--- config.mk ---
export PLATFORM = sky130hd
export DESIGN_NAME = seven_segments_to_binary
export DESIGN_NICKNAME = d
export VERILOG_FILES = /design/src/rtl/seven_seg_pkg.sv /design/src/rtl/seven_segments_to_binary_decoder.sv /design/src/rtl/seven_segments_to_binary.sv
export SDC_FILE = /design/constraint.sdc
export NUM_CORES = 1
export LEC_CHECK = 0
export BUFFER_PORTS_ARGS = -buffer_cell sky130_fd_sc_hd__buf_4
export CORE_UTILIZATION = 40
export DETAILED_ROUTE_END_ITERATION = 7
export PLACE_DENSITY = 0.63
export SYNTH_ARGS = -nofsm -noshare
export SYNTH_HDL_FRONTEND = slang
export SYNTH_SLANG_ARGS = --single-unit
--- constraint.sdc ---
create_clock -name clk -period 1.45 [get_ports clk]
set_input_delay 0.145 -clock clk [delete_from_list [all_inputs] [get_ports clk]]
set_output_delay 0.145 -clock clk [all_outputs]
set_load 0.02 [all_outputs]
--- src/rtl/seven_seg_pkg.sv ---
// Shared constants, state encoding and BCD helpers for the
// seven-segment pair to binary converter.
package seven_seg_pkg;

  localparam int SEG_W   = 7;
  localparam int BCD_W   = 8;
  localparam int BIN_W   = 7;
  localparam int CNT_MAX = 63;
  localparam int DD_W    = BCD_W + BIN_W;
  localparam int ITERS   = BIN_W;
  localparam int ITER_W  = 3;

  // Active-low patterns, bit order {g,f,e,d,c,b,a}
  localparam logic [SEG_W-1:0] DIG_0 = 7'b1000000;
  localparam logic [SEG_W-1:0] DIG_1 = 7'b1111001;
  localparam logic [SEG_W-1:0] DIG_2 = 7'b0100100;
  localparam logic [SEG_W-1:0] DIG_3 = 7'b0110000;
  localparam logic [SEG_W-1:0] DIG_4 = 7'b0011001;
  localparam logic [SEG_W-1:0] DIG_5 = 7'b0010010;
  localparam logic [SEG_W-1:0] DIG_6 = 7'b0000010;
  localparam logic [SEG_W-1:0] DIG_7 = 7'b1111000;
  localparam logic [SEG_W-1:0] DIG_8 = 7'b0000000;
  localparam logic [SEG_W-1:0] DIG_9 = 7'b0010000;

  typedef enum logic [1:0] {
    IDLE,
    DECODE,
    CONVERT,
    DONE
  } state_t;

  typedef logic [DD_W-1:0] dd_t;

  // One reverse double-dabble step: shift right, then
  // pull every BCD nibble that reads >= 8 back by 3.
  function automatic dd_t dabble_step(input dd_t v);
    dd_t s;
    logic [3:0] nib;
    s = v >> 1;
    for (int i = 0; i < BCD_W / 4; i++) begin
      nib = s[BIN_W + 4*i +: 4];
      if (nib >= 4'd8) begin
        s[BIN_W + 4*i +: 4] = nib - 4'd3;
      end
    end
    return s;
  endfunction

endpackage

--- src/rtl/seven_segments_to_binary_decoder.sv ---
// Combinational map of one active-low 7-segment pattern
// to a BCD digit, flagging patterns that are not digits.
module seg_pattern_decoder
  import seven_seg_pkg::*;
(
  input  logic [SEG_W-1:0] pattern,
  output logic [3:0]       digit,
  output logic             legal
);

  always_comb begin
    digit = 4'd0;
    legal = 1'b1;
    unique case (1'b1)
      (pattern == DIG_0): digit = 4'd0;
      (pattern == DIG_1): digit = 4'd1;
      (pattern == DIG_2): digit = 4'd2;
      (pattern == DIG_3): digit = 4'd3;
      (pattern == DIG_4): digit = 4'd4;
      (pattern == DIG_5): digit = 4'd5;
      (pattern == DIG_6): digit = 4'd6;
      (pattern == DIG_7): digit = 4'd7;
      (pattern == DIG_8): digit = 4'd8;
      (pattern == DIG_9): digit = 4'd9;
      default:            legal = 1'b0;
    endcase
  end

endmodule

--- src/rtl/seven_segments_to_binary.sv ---
// Two-digit seven-segment to binary converter, fixed 9-cycle latency.
// Define SEG_ACTIVE_HIGH_EN for active-high segment inputs.
module seven_segments_to_binary
  import seven_seg_pkg::*;
(
  input  logic             clk,
  input  logic             rst_n,
  input  logic             in_valid,
  output logic             in_ready,
  input  logic [SEG_W-1:0] seg_ones,
  input  logic [SEG_W-1:0] seg_tens,
  output logic             out_valid,
  input  logic             out_ready,
  output logic [BIN_W-1:0] bin,
  output logic             err,
  output logic             ovf
);

  state_t state_q;
  state_t state_d;

  logic [SEG_W-1:0]  tens_q;
  logic [SEG_W-1:0]  ones_q;
  logic [SEG_W-1:0]  tens_n;
  logic [SEG_W-1:0]  ones_n;
  logic [3:0]        tens_dig;
  logic [3:0]        ones_dig;
  logic              tens_ok;
  logic              ones_ok;
  dd_t               dd_q;
  logic [ITER_W-1:0] iter_q;
  logic              bad_q;
  logic [BIN_W-1:0]  bin_q;
  logic              err_q;
  logic              ovf_q;
  logic              last_iter;
  logic [BIN_W-1:0]  dd_bin;

`ifdef SEG_ACTIVE_HIGH_EN
  assign tens_n = ~tens_q;
  assign ones_n = ~ones_q;
`else
  assign tens_n = tens_q;
  assign ones_n = ones_q;
`endif

  seg_pattern_decoder u_tens (
    .pattern (tens_n),
    .digit   (tens_dig),
    .legal   (tens_ok)
  );

  seg_pattern_decoder u_ones (
    .pattern (ones_n),
    .digit   (ones_dig),
    .legal   (ones_ok)
  );

  assign last_iter = (iter_q == ITER_W'(ITERS));
  assign dd_bin    = dd_q[BIN_W-1:0];

  always_ff @(posedge clk or negedge rst_n) begin
    if (!rst_n) begin
      state_q <= IDLE;
    end else begin
      state_q <= state_d;
    end
  end

  always_comb begin
    state_d = state_q;
    unique case (state_q)
      IDLE:    if (in_valid) state_d = DECODE;
      DECODE:  state_d = CONVERT;
      CONVERT: if (last_iter) state_d = DONE;
      DONE:    if (out_ready) state_d = IDLE;
    endcase
  end

  always_ff @(posedge clk or negedge rst_n) begin
    if (!rst_n) begin
      tens_q <= '0;
      ones_q <= '0;
      dd_q   <= '0;
      iter_q <= '0;
      bad_q  <= 1'b0;
      bin_q  <= '0;
      err_q  <= 1'b0;
      ovf_q  <= 1'b0;
    end else begin
      unique case (state_q)
        IDLE: begin
          if (in_valid) begin
            tens_q <= seg_tens;
            ones_q <= seg_ones;
          end
        end
        DECODE: begin
          dd_q   <= {tens_dig, ones_dig, {BIN_W{1'b0}}};
          bad_q  <= ~(tens_ok & ones_ok);
          iter_q <= '0;
        end
        CONVERT: begin
          if (!last_iter) begin
            dd_q   <= dabble_step(dd_q);
            iter_q <= iter_q + 1'b1;
          end else begin
            // Illegal input still walks the full path, result masked here
            bin_q <= bad_q ? '0 : dd_bin;
            err_q <= bad_q;
            ovf_q <= !bad_q && (dd_bin > BIN_W'(CNT_MAX));
          end
        end
        DONE: begin
        end
      endcase
    end
  end

  assign in_ready  = (state_q == IDLE);
  assign out_valid = (state_q == DONE);
  assign bin       = bin_q;
  assign err       = err_q;
  assign ovf       = ovf_q;

endmodule

# Word level (Yosys, flattened, before mapping)

Index checks and enable logic that the tools add are counted.

Flip-flop bits (word level): 44
Input port bits: 18
Output and inout port bits: 11
Word-level logic and storage cells: 70

Add/sub/neg operators: 3
Magnitude comparators: 3
Equality and inequality tests: 26
Multiplexer cells: 15
Bitwise gates (word level): 2
Reduce and logical (&&, ||, !) cells: 12

Operators with widths:

| cell                                                              | count |
|---|---|
| one-hot mux 4 bit (9 select lines)                                | 2 |
| == test 7 x 5 -> 1 bit, second input constant                     | 6 |
| == test 7 bit, second input constant                              | 6 |
| one-hot mux 15 bit (2 select lines)                               | 1 |
| == test 7 x 6 -> 1 bit, second input constant                     | 4 |
| OR reduction 10 bit                                               | 2 |
| two-way mux 15 bit                                                | 1 |
| == test 7 x 2 -> 1 bit, second input constant                     | 2 |
| logical NOT 7 bit                                                 | 2 |
| two-way mux 4 bit                                                 | 2 |
| one-hot mux 2 bit (4 select lines)                                | 1 |
| greater-than comparator 7 x 6 -> 1 bit, second input constant     | 1 |
| two-way mux 7 bit                                                 | 1 |
| two-way mux 2 bit                                                 | 3 |
| != test 2 bit, second input constant                              | 3 |
| one-hot mux 3 bit (2 select lines)                                | 1 |
| AND reduction 2 bit                                               | 3 |
| == test 2 bit, second input constant                              | 2 |
| greater-or-equal comparator 3 x 4 -> 1 bit, second input constant | 1 |
| greater-or-equal comparator 4 bit, second input constant          | 1 |
| subtractor 3 x 2 -> 4 bit, second input constant                  | 1 |
| subtractor 4 x 2 -> 4 bit, second input constant                  | 1 |
| adder 3 x 1 -> 3 bit, second input constant                       | 1 |
| == test 3 bit, second input constant                              | 1 |
| 11 further kinds                                                  | 12 |

# Longest topological paths before layout

Depth after elaboration: 5
Depth in mapped cells: 7
Gate-level depth less buffers: 6

# By module

Synthesis repeated with hierarchy kept, for this count alone.

Cell total of the unflattened synthesis: 246
Area total of the unflattened synthesis: 2597.5 sq um

By module, submodules not included:

| module                   | instances | cells each | area each (sq um) | seq. area each (sq um) |
|---|---|---|---|---|
| seven_segments_to_binary | 1         | 186        | 2177.1            | 1101.1 |
| seg_pattern_decoder      | 2         | 30         | 210.2             | 0.0 |

# Worst setup path before layout

Ideal clock, no wire load.

Path type: register to register
From: register iter_q[0]
To: register dd_q[3]
Setup time: 0.134 ns
Arrival time: 1.499 ns
Data required time: 1.316 ns
Slack: -0.183 ns
Cell stages (with the launch flop): 8
Path buffers: 2
Clock period less this slack: 1.633 ns
Cells stage by stage: dfrtp_1 > ha_1 > ha_1 > buf_2 > buf_2 > mux2_2 > nand2_1 > o21ai_0

Longest elaborated chain between the ends: 3

RTL lines:

| what                          | line                            | RTL |
|---|---|---|
| start: declaration            | seven_segments_to_binary.sv:31  | `logic [ITER_W-1:0] iter_q;` |
| start signal: assignment      | seven_segments_to_binary.sv:106 | `iter_q <= iter_q + 1'b1;` |
| == test 3 bit                 | seven_segments_to_binary.sv:59  | `assign last_iter = (iter_q == ITER_W'(ITERS));` |
| != test 2 bit (no line)       | --                              |  |
| AND reduction 2 bit (no line) | --                              |  |
| end signal: assignment        | seven_segments_to_binary.sv:99  | `dd_q <= {tens_dig, ones_dig, {BIN_W{1'b0}}};` |
| end signal: assignment        | seven_segments_to_binary.sv:105 | `dd_q <= dabble_step(dd_q);` |
| end: declaration              | seven_segments_to_binary.sv:30  | `dd_t dd_q;` |

No other way between the ends.
A chain may end at the register's enable or synchronous reset.

# Worst setup path in the final report

From: register iter_q[1]
To: register dd_q[13]

The elaborated chain is that of the path after synthesis.

==> metrics.md <==
| Metric | Value |
|---|---|
| Via count | `2049` |
| Slowest Stage Delay on Critical Path | `400 ps` |
| Global route overflow | `0` |
| Largest net degree at the start of global routing | `45` |
| Max capacitance violation total | `0` |
| H-tree lvl count | `2` |
| Seq/Total Area, Yosys | `43.4%` |
| Clock slew seen by the registers of the worst setup and hold paths | `80 ps` |
| Setup Viol. Count Final | `23` |
| Via density | `5.28` |
| DRC | `0` |
| Endpoints failing hold | `0` |
| Placement Cell Area | `3040 um2` |
| Slowest cell on crit path | `dfrtp_1` |
| Yosys warning count | `0` |
| Post-synthesis register bit count | `44` |
| Most frequent cells after synthesis | `44 x dfrtp_1, 32 x nand2_1, 24 x mux2_2` |
| Post-synth EDFFs | `0` |
| Ratio of cells with drive above 1 in the final layout | `43.8%` |
| Most used DFF post-synth | `dfrtp_1` |
| Synth top area cells | `dfrtp_1 43%, mux2_2 11%, nand2_1 4.7%` |
| Slew headroom | `62.6%` |
| CTS tree | `built` |
| Maximum clock rate | `0.620 GHz` |
| CP Launch Type | `flop` |
| Worst vdd ir | `1.10 mV` |
| Die Ht | `81.6 um` |
| Status | `finished, violations left` |
| Core footprint | `6030 um2` |
| Tightest Pin Transition | `561 ps` |
| Skew-Pair Late Insertion Delay | `280 ps` |
| DRT iter0 DRCs | `77` |
| Setup Skew | `3.26 ps` |
| Hold Crit Class | `in -> reg` |
| Worst Path Max Fanout | `6` |
| Vias in the first global route | `1899` |
| Reg-to-reg setup timing slack | `-160 ps` |
| # nets final | `341` |
| Worst setup margin | `-162 ps` |
| Slew Limit Fails | `0` |
| DRT Pass-1 Iters | `7` |
| Count leader, synth | `dfrtp_1` |
| P&R area growth vs syn | `35.4%` |
| Syn_nets | `281` |
| Synth top area share | `43.4%` |
| Row count | `28` |
| DP HPWL | `3480 um` |
| Full die area | `6660 um2` |
| Failing checks | `setup timing` |
| CP required | `1630 ps` |
| Tcrit/Tclk final | `111%` |
| Total negative slack | `-1470 ps` |
| WL/cell | `14.0 um` |
| Cell Chain, Critical Path | `ha_2 -> ha_4 -> buf_6 -> and3_4 -> a31oi_4 -> o311a_4 -> a21oi_2` |
| Mapped Cells | `255` |
| Clock sinks | `44` |
| CTS root buf | `clkbuf_8` |
| Power per cell area | `1940 nW/um2` |
| RSZ-0062 raised after global routing | `yes` |
| Leak Pwr | `1.54 nW` |
| Finished Cell Area | `3430 um2` |
| Chip Width | `81.6 um` |
| Fin crit period | `1610 ps` |
| Leading area contributor after synthesis | `dfrtp_1` |
| Crit path kind | `reg -> reg` |
| Final Routed Wirelength | `5450 um` |
| Synth cell types | `55` |
| Ports | `29` |
| Critical path arrival | `1790 ps` |
| Routability cong. | `0.824` |
| CTS Buffer Depth | `2` |
| PortBufs | `28` |
| Initial antenna violation count | `0` |
| Post-synthesis cell area | `2540 um2` |
| Total GRT Usage | `17.0%` |
| First-pass GRT wire length | `8760 um` |
| Starting Density | `42.1%` |
| Worst setup EP type | `flop` |
| Ant diodes | `0` |
| Routed Antenna Nets | `0` |
| TritonCTS Buffers | `5` |
| Mean post-synth cell area | `9.95 um2` |
| WHS | `86.2 ps` |
| Asr flop ratio synth | `100%` |
where the power goes:
part           leakage (nW)  internal, mW  switching (mW)  total [mW]
Combinational         0.941          2.06            1.66        3.72
Sequential            0.560          1.68           0.590        2.27
Clock                0.0359         0.311           0.375       0.687
per-layer routing:
layer | GRT usage (%) | vias to the layer above | wire length, um
li1 | - | 1027 | -
met1 | 22.4 | 986 | 2560
met2 | 28.3 | 32 | 2690
met3 | 3.33 | 4 | 151
met4 | 4.74 | 0 | 44
met5 | 0 | - | 0
logic make-up (layout without fill, tap and decap cells):
| family | after synthesis | after routing | synth area share (%) |
|---|---|---|---|
| DFF | 44 | 44 | 43.4 |
| muxes | 25 | 25 | 11.1 |
| adders and majority gates | 8 | 8 | 3.95 |
| buffers and inverters | 29 | 87 | 5.62 |
| AOI/OAI and AO/OA | 61 | 61 | 16.3 |
| and+or+nand+nor | 81 | 81 | 17.3 |
| xor gates and xnor gates | 7 | 7 | 2.42 |
area by class of cell:
cell class | count | area [um2]
Clock buffer | 5 | 68.8
Fill cell | 538 | 2590
Inverter | 9 | 38.8
Multi-Input combinational cell | 182 | 1500
Sequential cell | 44 | 1100
Tap cell | 75 | 93.8
Timing Repair Buffer | 73 | 632
cell usage in the layout (no fill, tap or decap), types with 4 or more instances in the layout:
cell	n
inv_1	6
mux2_4	12
a21oi_1	4
xnor2_1	5
o21ai_2	6
mux2_2	12
nor3_1	4
nand2_2	5
nand2b_1	12
nor2_1	8
clkbuf_8	5
buf_6	5
dfrtp_1	41
a21o_1	4
o21ai_1	8
buf_4	62
nor2b_1	4
nand2_1	26
o21ai_0	10
flip-flops by register name, indices dropped and copies added (netlist names):
name	count
dd_q	15
bin	7
ones_n	7
tens_n	7
iter_q	3
state_q	2
bad_q	1
err	1
ovf	1
through the flow:
step           utilization (%)  std cells  total power, mW  worst slack (ps)
4_1_cts                   53.6        381             6.16              -130
5_1_grt                   57.0        388             7.19              -211
3_3_place_gp              50.5        370             5.27             -79.5
3_5_place_dp              50.5        370             5.34              -122
6_report                  57.0        388             6.68              -162
2_1_floorplan                -        255             4.39             -90.7
worst max-delay path: cells and delay by family (launching register included):
| kind | cells | cell delay (ps) |
|---|---|---|
| AOI/OAI and AO/OA | 3 | 420 |
| DFF | 1 | 400 |
| adders and majority gates | 2 | 390 |
| and+or+nand+nor | 1 | 150 |
| buffers and inverters | 1 | 140 |
final timing paths:
check                             from   endpoint  cells past startpoint
setup reg to reg             iter_q[1]   dd_q[13]                      7
min in group asynchronous        rst_n     bin[0]                      2
setup / recovery             iter_q[1]   dd_q[13]                      7
hold reg to reg                 bin[1]     bin[1]                      2
hold / removal             seg_tens[1]  tens_n[1]                      2
max in group asynchronous        rst_n  ones_n[4]                      2
what timing repair did:
action / 4_1_cts / 5_1_grt
endpoints found under the setup margin: 15 / 43
resized for setup: 20 / 37
setup buffers: 5 / 6
hold buffers: 1 / 0
pin swaps: 6 / 10
endpoints found under the hold margin: 44 / 0
cloned: 0 / 1
(Power assumes the default switching activity.)
